<file path="src/rtl/axi_xbar_aw_w_arbiter.sv">
// axi_xbar_aw_w_arbiter
// Per-slave-port arbiter of the AXI crossbar. Shares one slave AW channel
// among NUM_MST master AW channels with locked round-robin, records every
// granted master in an in-order W-route FIFO and steers the W channel from
// the master at the FIFO head until its WLAST beat.
//
// Ports:
//   clk_i, rst_i             clock, asynchronous active-high reset
//   mst_aw_valid_i/payload_i per-master AW requests (master k in slice k)
//   mst_aw_ready_o           per-master AWREADY
//   slv_aw_valid_o/payload_o muxed AW towards the slave port
//   slv_aw_mst_idx_o         granted master index (ID prefix, B routing)
//   slv_aw_ready_i           slave AWREADY
//   mst_w_valid_i/last_i/payload_i  per-master W channels
//   mst_w_ready_o            per-master WREADY
//   slv_w_valid_o/last_o/payload_o  muxed W towards the slave port
//   slv_w_ready_i            slave WREADY
//   w_fifo_count_o           W-route FIFO occupancy
module axi_xbar_aw_w_arbiter #(
   parameter int unsigned NUM_MST      = 4,
   parameter int unsigned AW_PAYLOAD_W = 64,
   parameter int unsigned W_PAYLOAD_W  = 72,
   parameter int unsigned FIFO_DEPTH   = 4
) (
   input  logic                             clk_i,
   input  logic                             rst_i,
   input  logic [NUM_MST-1:0]               mst_aw_valid_i,
   input  logic [NUM_MST*AW_PAYLOAD_W-1:0]  mst_aw_payload_i,
   output logic [NUM_MST-1:0]               mst_aw_ready_o,
   output logic                             slv_aw_valid_o,
   output logic [AW_PAYLOAD_W-1:0]          slv_aw_payload_o,
   output logic [$clog2(NUM_MST)-1:0]       slv_aw_mst_idx_o,
   input  logic                             slv_aw_ready_i,
   input  logic [NUM_MST-1:0]               mst_w_valid_i,
   input  logic [NUM_MST-1:0]               mst_w_last_i,
   input  logic [NUM_MST*W_PAYLOAD_W-1:0]   mst_w_payload_i,
   output logic [NUM_MST-1:0]               mst_w_ready_o,
   output logic                             slv_w_valid_o,
   output logic                             slv_w_last_o,
   output logic [W_PAYLOAD_W-1:0]           slv_w_payload_o,
   input  logic                             slv_w_ready_i,
   output logic [$clog2(FIFO_DEPTH):0]      w_fifo_count_o
);

   localparam int unsigned IDX_W = $clog2(NUM_MST);
   localparam int unsigned PTR_W = $clog2(FIFO_DEPTH);

   localparam logic [0:0]       ST_IDLE   = 1'b0;
   localparam logic [0:0]       ST_LOCKED = 1'b1;
   localparam logic [IDX_W-1:0] LAST_MST  = IDX_W'(NUM_MST - 1);
   localparam logic [IDX_W-1:0] IDX_ONE   = IDX_W'(1);
   localparam logic [PTR_W:0]   PTR_ONE   = (PTR_W + 1)'(1);
   localparam logic [PTR_W:0]   CNT_FULL  = (PTR_W + 1)'(FIFO_DEPTH);

   logic [0:0]       state_q, state_d;
   logic [IDX_W-1:0] grant_q, grant_d;
   logic [IDX_W-1:0] rr_ptr_q, rr_ptr_d;
   logic [IDX_W-1:0] route_q [FIFO_DEPTH];
   logic [IDX_W-1:0] route_d [FIFO_DEPTH];
   logic [PTR_W:0]   wr_ptr_q, wr_ptr_d;
   logic [PTR_W:0]   rd_ptr_q, rd_ptr_d;

   logic             found_s;
   logic [IDX_W-1:0] winner_s;
   logic [PTR_W:0]   count_s;
   logic             fifo_full_s;
   logic             fifo_empty_s;
   logic [IDX_W-1:0] head_s;
   logic             push_s;
   logic             pop_s;
   logic             aw_hs_s;

   // The extra pointer bit tells a full FIFO apart from an empty one.
   assign count_s        = wr_ptr_q - rd_ptr_q;
   assign fifo_full_s    = (count_s == CNT_FULL);
   assign fifo_empty_s   = (wr_ptr_q == rd_ptr_q);
   assign head_s         = route_q[rd_ptr_q[PTR_W-1:0]];
   assign w_fifo_count_o = count_s;
   assign aw_hs_s        = slv_aw_valid_o & slv_aw_ready_i;
   assign pop_s          = slv_w_valid_o & slv_w_ready_i & slv_w_last_o;

   // Round-robin search: first valid master after rr_ptr, wrapping at NUM_MST-1.
   always_comb begin
      logic [IDX_W-1:0] cand;
      cand     = rr_ptr_q;
      found_s  = 1'b0;
      winner_s = '0;
      for (int i = 0; i < NUM_MST; i++) begin
         if (cand == LAST_MST) begin
            cand = '0;
         end else begin
            cand = cand + IDX_ONE;
         end
         if (!found_s && mst_aw_valid_i[cand]) begin
            found_s  = 1'b1;
            winner_s = cand;
         end else begin
            found_s  = found_s;
         end
      end
   end

   // AW steering: only the locked master sees the slave and vice versa.
   always_comb begin
      slv_aw_valid_o   = 1'b0;
      slv_aw_payload_o = '0;
      slv_aw_mst_idx_o = '0;
      mst_aw_ready_o   = '0;
      if (state_q == ST_LOCKED) begin
         slv_aw_valid_o          = mst_aw_valid_i[grant_q];
         slv_aw_mst_idx_o        = grant_q;
         mst_aw_ready_o[grant_q] = slv_aw_ready_i;
         for (int k = 0; k < NUM_MST; k++) begin
            slv_aw_payload_o = slv_aw_payload_o |
               ({AW_PAYLOAD_W{grant_q == IDX_W'(k)}} &
                mst_aw_payload_i[k*AW_PAYLOAD_W +: AW_PAYLOAD_W]);
         end
      end else begin
         slv_aw_valid_o = 1'b0;
      end
   end

   // AW FSM: grant in IDLE when a FIFO slot is free, hold grant until handshake.
   always_comb begin
      state_d  = state_q;
      grant_d  = grant_q;
      rr_ptr_d = rr_ptr_q;
      push_s   = 1'b0;
      case (state_q)
         ST_IDLE: begin
            if (found_s && !fifo_full_s) begin
               grant_d = winner_s;
               state_d = ST_LOCKED;
            end else begin
               state_d = ST_IDLE;
            end
         end
         ST_LOCKED: begin
            if (aw_hs_s) begin
               push_s   = 1'b1;
               rr_ptr_d = grant_q;
               state_d  = ST_IDLE;
            end else begin
               state_d  = ST_LOCKED;
            end
         end
         default: begin
            state_d = ST_IDLE;
         end
      endcase
   end

   // W-route FIFO next state: push the granted index, pop on the WLAST beat.
   always_comb begin
      route_d  = route_q;
      wr_ptr_d = wr_ptr_q;
      rd_ptr_d = rd_ptr_q;
      if (push_s) begin
         route_d[wr_ptr_q[PTR_W-1:0]] = grant_q;
         wr_ptr_d = wr_ptr_q + PTR_ONE;
      end else begin
         wr_ptr_d = wr_ptr_q;
      end
      if (pop_s) begin
         rd_ptr_d = rd_ptr_q + PTR_ONE;
      end else begin
         rd_ptr_d = rd_ptr_q;
      end
   end

   // W steering from the registered FIFO head; no path from the AW channel.
   always_comb begin
      slv_w_valid_o   = 1'b0;
      slv_w_last_o    = 1'b0;
      slv_w_payload_o = '0;
      mst_w_ready_o   = '0;
      if (!fifo_empty_s) begin
         slv_w_valid_o         = mst_w_valid_i[head_s];
         slv_w_last_o          = mst_w_last_i[head_s];
         mst_w_ready_o[head_s] = slv_w_ready_i;
         for (int k = 0; k < NUM_MST; k++) begin
            slv_w_payload_o = slv_w_payload_o |
               ({W_PAYLOAD_W{head_s == IDX_W'(k)}} &
                mst_w_payload_i[k*W_PAYLOAD_W +: W_PAYLOAD_W]);
         end
      end else begin
         slv_w_valid_o = 1'b0;
      end
   end

   // State registers; rr_ptr starts at the last master so master 0 wins first.
   always_ff @(posedge clk_i or posedge rst_i) begin
      if (rst_i) begin
         state_q  <= ST_IDLE;
         grant_q  <= '0;
         rr_ptr_q <= LAST_MST;
         wr_ptr_q <= '0;
         rd_ptr_q <= '0;
         for (int i = 0; i < FIFO_DEPTH; i++) begin
            route_q[i] <= '0;
         end
      end else begin
         state_q  <= state_d;
         grant_q  <= grant_d;
         rr_ptr_q <= rr_ptr_d;
         wr_ptr_q <= wr_ptr_d;
         rd_ptr_q <= rd_ptr_d;
         route_q  <= route_d;
      end
   end

endmodule

</file>
<file path="config.mk">
export PLATFORM = sky130hd
export DESIGN_NAME = axi_xbar_aw_w_arbiter
export DESIGN_NICKNAME = d
export VERILOG_FILES = /design/src/rtl/axi_xbar_aw_w_arbiter.sv
export SDC_FILE = /design/constraint.sdc
export NUM_CORES = 1
export LEC_CHECK = 0
export CAP_MARGIN = 20
export CORE_AREA = 2 2 278 280
export CTS_CLUSTER_SIZE = 8
export DETAILED_ROUTE_END_ITERATION = 10
export DIE_AREA = 0 0 280 282
export PLACE_DENSITY = 0.31
export SYNTH_ARGS = -nofsm -noshare
export SYNTH_HDL_FRONTEND = slang
export SYNTH_SLANG_ARGS = --single-unit
export TNS_END_PERCENT = 10
</file>
<file path="constraint.sdc">
create_clock -name clk_i -period 4.5 [get_ports clk_i]
set_clock_uncertainty 0.15 [all_clocks]
set_input_delay 0.45 -clock clk_i [delete_from_list [all_inputs] [get_ports clk_i]]
set_output_delay 0.45 -clock clk_i [all_outputs]
set_load 0.005 [all_outputs]
</file>
==> key figures <==
Status
  • Status: completed

Logic synthesis
  • Register area share after synthesis: 0.0884
  • Largest family of logic cells by synthesized area: multiplexers
  • Synth top area share: 0.579
  • Top post-synthesis cells by area: mux4_2 58%, nor2b_1 8.3%, and2_1 7.9%, dfrtp_1 7.9%, clkbuf_1 1.9%
  • Simple-gate portion of the synthesized area: 0.197
  • Ys async rst share: 1.00
  • Avg Inst Size Synth: 12.2 um^2
  • Mux cell area share after synthesis: 0.609
  • Adder-cell share of the synthesized area: 0.0222
  • Post-Synthesis Cells: around 440
  • Ys Warns: 0
  • Number of synthesized flops with an enable pin: 0
  • Compound-Gate Fraction of Synth Area: 0.0250
  • XOR/XNOR Fraction of Synth Area: 0.00972
  • Seq cells post-synth: 19
  • Top cell type by total area after synthesis: mux4_2
  • Prevailing post-synth register cell: dfrtp_1
  • Post-synth cell types: 42
  • Area of the mapped netlist: ~0.0054 mm^2
  • Post-synth net total: about 1.0k

Setup path
  • Flop2flop setup slack: approximately 1200 ps
  • Worst path required time: just under 4000 ps
  • Crit path DAT: 3300 ps
  • Slowest CP cell: mux4_4
  • CP delay by family, top: multiplexers
  • CP endpoint kind: output pin
  • Setup CP Type: reg2out
  • Worst R2R End: rd_ptr_q[1]$_DFFE_PP0P_
  • Buf/Inv on CP: 2
  • CP cell instances: mux4_4, buf_4, mux4_2, nor2b_1, clkdlybuf4s50_1
  • Cells on worst reg2reg path: 6
  • Crit-path max cell delay: between 1000 and 1500 ps
  • Critical R2R Launch: rd_ptr_q[0]$_DFFE_PP0P_
  • Crit-path max FO: 48
  • Setup crit start kind: flip-flop

Detailed routing
  • Via Count: roughly 6.9k
  • Drt initial violations: about 220
  • WL final: between 40000 and 50000 um
  • Via/cell ratio: approximately 3.3
  • DRT Pass-1 Iters: 4
  • Post-DRT Antenna Nets: 0
  • Routed wire length per instance: approximately 22 um
  • # DRC: 0

Hold path
  • HP Start: rr_ptr_q[0]$_DFFE_PP1P_
  • Min-Delay Endpoint: rr_ptr_q[0]$_DFFE_PP1P_
  • WHS Path Cells: 2
  • HP Class: reg2reg

Timing
  • Tcrit/Tclk final: 0.867
  • Rel. slew slack: 0.437
  • Final Hold Viols: 0
  • Max frequency: approximately 260 MHz
  • Post-route minimum period: about 4000 ps
  • Slew Limit Fails: 0
  • Setup TNS: 0 ps
  • Final setup viols: 0
  • Worst slew pin tran: 845 ps
  • RSZ-0062 raised after global routing: false

Layout
  • Most frequent cells in the layout: 711 x clkdlybuf4s50_1, 137 x mux4_2, 72 x nor2b_1
  • FILL cells: approximately 8.3k
  • Area grow syn2layout: 155%
  • Proportion of layout cells with a drive suffix above 1: 0.155
  • Most common cell after layout, fill and taps aside: clkdlybuf4s50_1
  • Final nets: between 1.5k and 2k
  • Core Util, Final: 0.182

Power and ir drop
  • Combinational Power Share: 0.918
  • Internal power: about 5.2 mW
  • PD cells: 646 mW/mm^2
  • Static leakage: around 4.7 nW
  • Sequential Power Share: 0.061
  • Switching pwr: between 3 and 4 mW
  • Net switching fraction of the power: 0.410
  • Peak VDD IR: a little under 0.0003 V
  • Clock power share: 0.021

Floorplanning
  • Die Height: between 200 and 300 um
  • Die Area: roughly 0.079 mm^2
  • Std-Cell Core Area: 0.0757 mm^2
  • Initial Utilization: 0.0714
  • Row count: 101
  • Die Span X: between 200 and 300 um
  • I/O pin count: between 700 and 800

GRT
  • Grt met1 use: 0.113
  • Routing usage on met3: 0.0352
  • Largest net degree at the start of global routing: 49
  • Vias in the first global route: just under 8k
  • Overflow after GRT: 0
  • GR peak layer: met2
  • Total GRT Usage: 0.110
  • Routing usage on met2: 0.217
  • First-pass GRT wire length: slightly above 60000 um
  • Initial antenna violation count: 6

Clocking
  • Post-CTS setup buffer count: 0
  • Total CTS buffers: 3
  • H-Tree Depth: 1
  • # resized after CTS: 0
  • Cts hold-fix bufs: 0
  • CTS max path bufs: 2
  • Root Driver: clkbuf_16
  • CTS Sinks: 19
  • Clock Latency Late Sink: 260 ps
  • CTS tree: yes
  • Clock-pin slew on the worst setup and hold paths: approximately 60 ps

Placement
  • RD Place Congestion: about 0.79
  • Post-DP HPWL: approximately 42000 um
  • Port bufs: around 710

Flow run
  • Maximum capacitance violations: 0
## area by class of cell
class / instances / area [um^2] / share of cell area
clock inverters: 1 / 5.00 / 0.000364
inverters: 8 / 30.0 / 0.00218
clock buffers: 3 / 75.1 / 0.00546
repair buffers: 728 / 7260 / 0.528
well taps: 978 / 1220 / 0.0890
multi-input cells: 364 / 4670 / 0.340
flip-flops and latches: 19 / 484 / 0.0352
diodes: 3 / 7.51 / 0.000546
## power by group through the flow
stage / clock (mW) / sequential (mW) / combinational, mW
after floorplan: 0 / 0.318 / 4.00
after global placement: 0 / 0.568 / 8.49
after detailed placement: 0 / 0.563 / 8.45
after CTS: 0.196 / 0.561 / 8.51
after global routing: 0.201 / 0.587 / 8.78
final: 0.190 / 0.539 / 8.16
## sequential cells by signal, summed over array words and instances (netlist names)
| register | count |
|---|---|
| wr_ptr_q | 3 |
| rr_ptr_q | 2 |
| state_q | 1 |
| grant_q | 2 |
| rd_ptr_q | 3 |
| route_q | 8 |
## synth_stat cells, types with 2 or more instances
cell      number
xnor2_1        5
nand2_1       16
mux2_4         2
dfrtp_1       17
and3_1         2
nor2_1         9
buf_2         20
dfstp_2        2
nor3_1         2
o21ai_1        5
o21ai_0        4
nor2b_1       72
mux2_1         4
clkbuf_1      27
nand3_1        2
ha_1           8
mux2_2         4
buf_1          3
inv_1          8
mux4_2       139
mux2i_1        4
and2_1        68
## how the worst max path moves through the flow
stage	to	slack [ps]	from	cells after the start
3_3_place_gp	slv_w_valid_o	880	rd_ptr_q[0]$_DFFE_PP0P_	5
5_1_grt	slv_w_valid_o	410	rd_ptr_q[0]$_DFFE_PP0P_	5
2_1_floorplan	slv_w_payload_o[0]	2000	rd_ptr_q[0]$_DFFE_PP0P_	5
4_1_cts	slv_w_valid_o	540	rd_ptr_q[0]$_DFFE_PP0P_	5
3_5_place_dp	slv_w_payload_o[4]	850	rd_ptr_q[0]$_DFFE_PP0P_	5
6_report	slv_w_payload_o[62]	600	rd_ptr_q[0]$_DFFE_PP0P_	5
## through the flow
step	hold WS (ps)	cell area (um^2)	power [mW]	std cells	setup slack (ps)
after floorplan	250	5400	4.32	443	2000
after global placement	316	13700	9.05	2097	884
after detailed placement	325	13700	9.01	2097	851
after CTS	335	13700	9.27	2101	542
after global routing	357	13700	9.56	2102	405
final	327	13800	8.89	2104	599
## routing by layer
layer | vias to the layer above | wire (um)
met2 | 433 | 25300
li1 | 3120 | -
met1 | 3360 | 16200
met4 | 6 | 610
met5 | - | 40
met3 | 18 | 4070
## worst register-to-register path, stage by stage, from the launching register on
cell,delay [ps]
dfrtp_1,530
mux4_4,1050
buf_4,390
mux2_4,340
and4bb_4,220
a22oi_4,230
mux2_4,310
## logic make-up after synthesis
group	Yosys count
buf+inv	60
flops	19
simple gates	177
mux	153
compound gates	19
xor+xnor	6
fa+ha+maj	9
No activity file was read; power rests on OpenSTA's default activity.
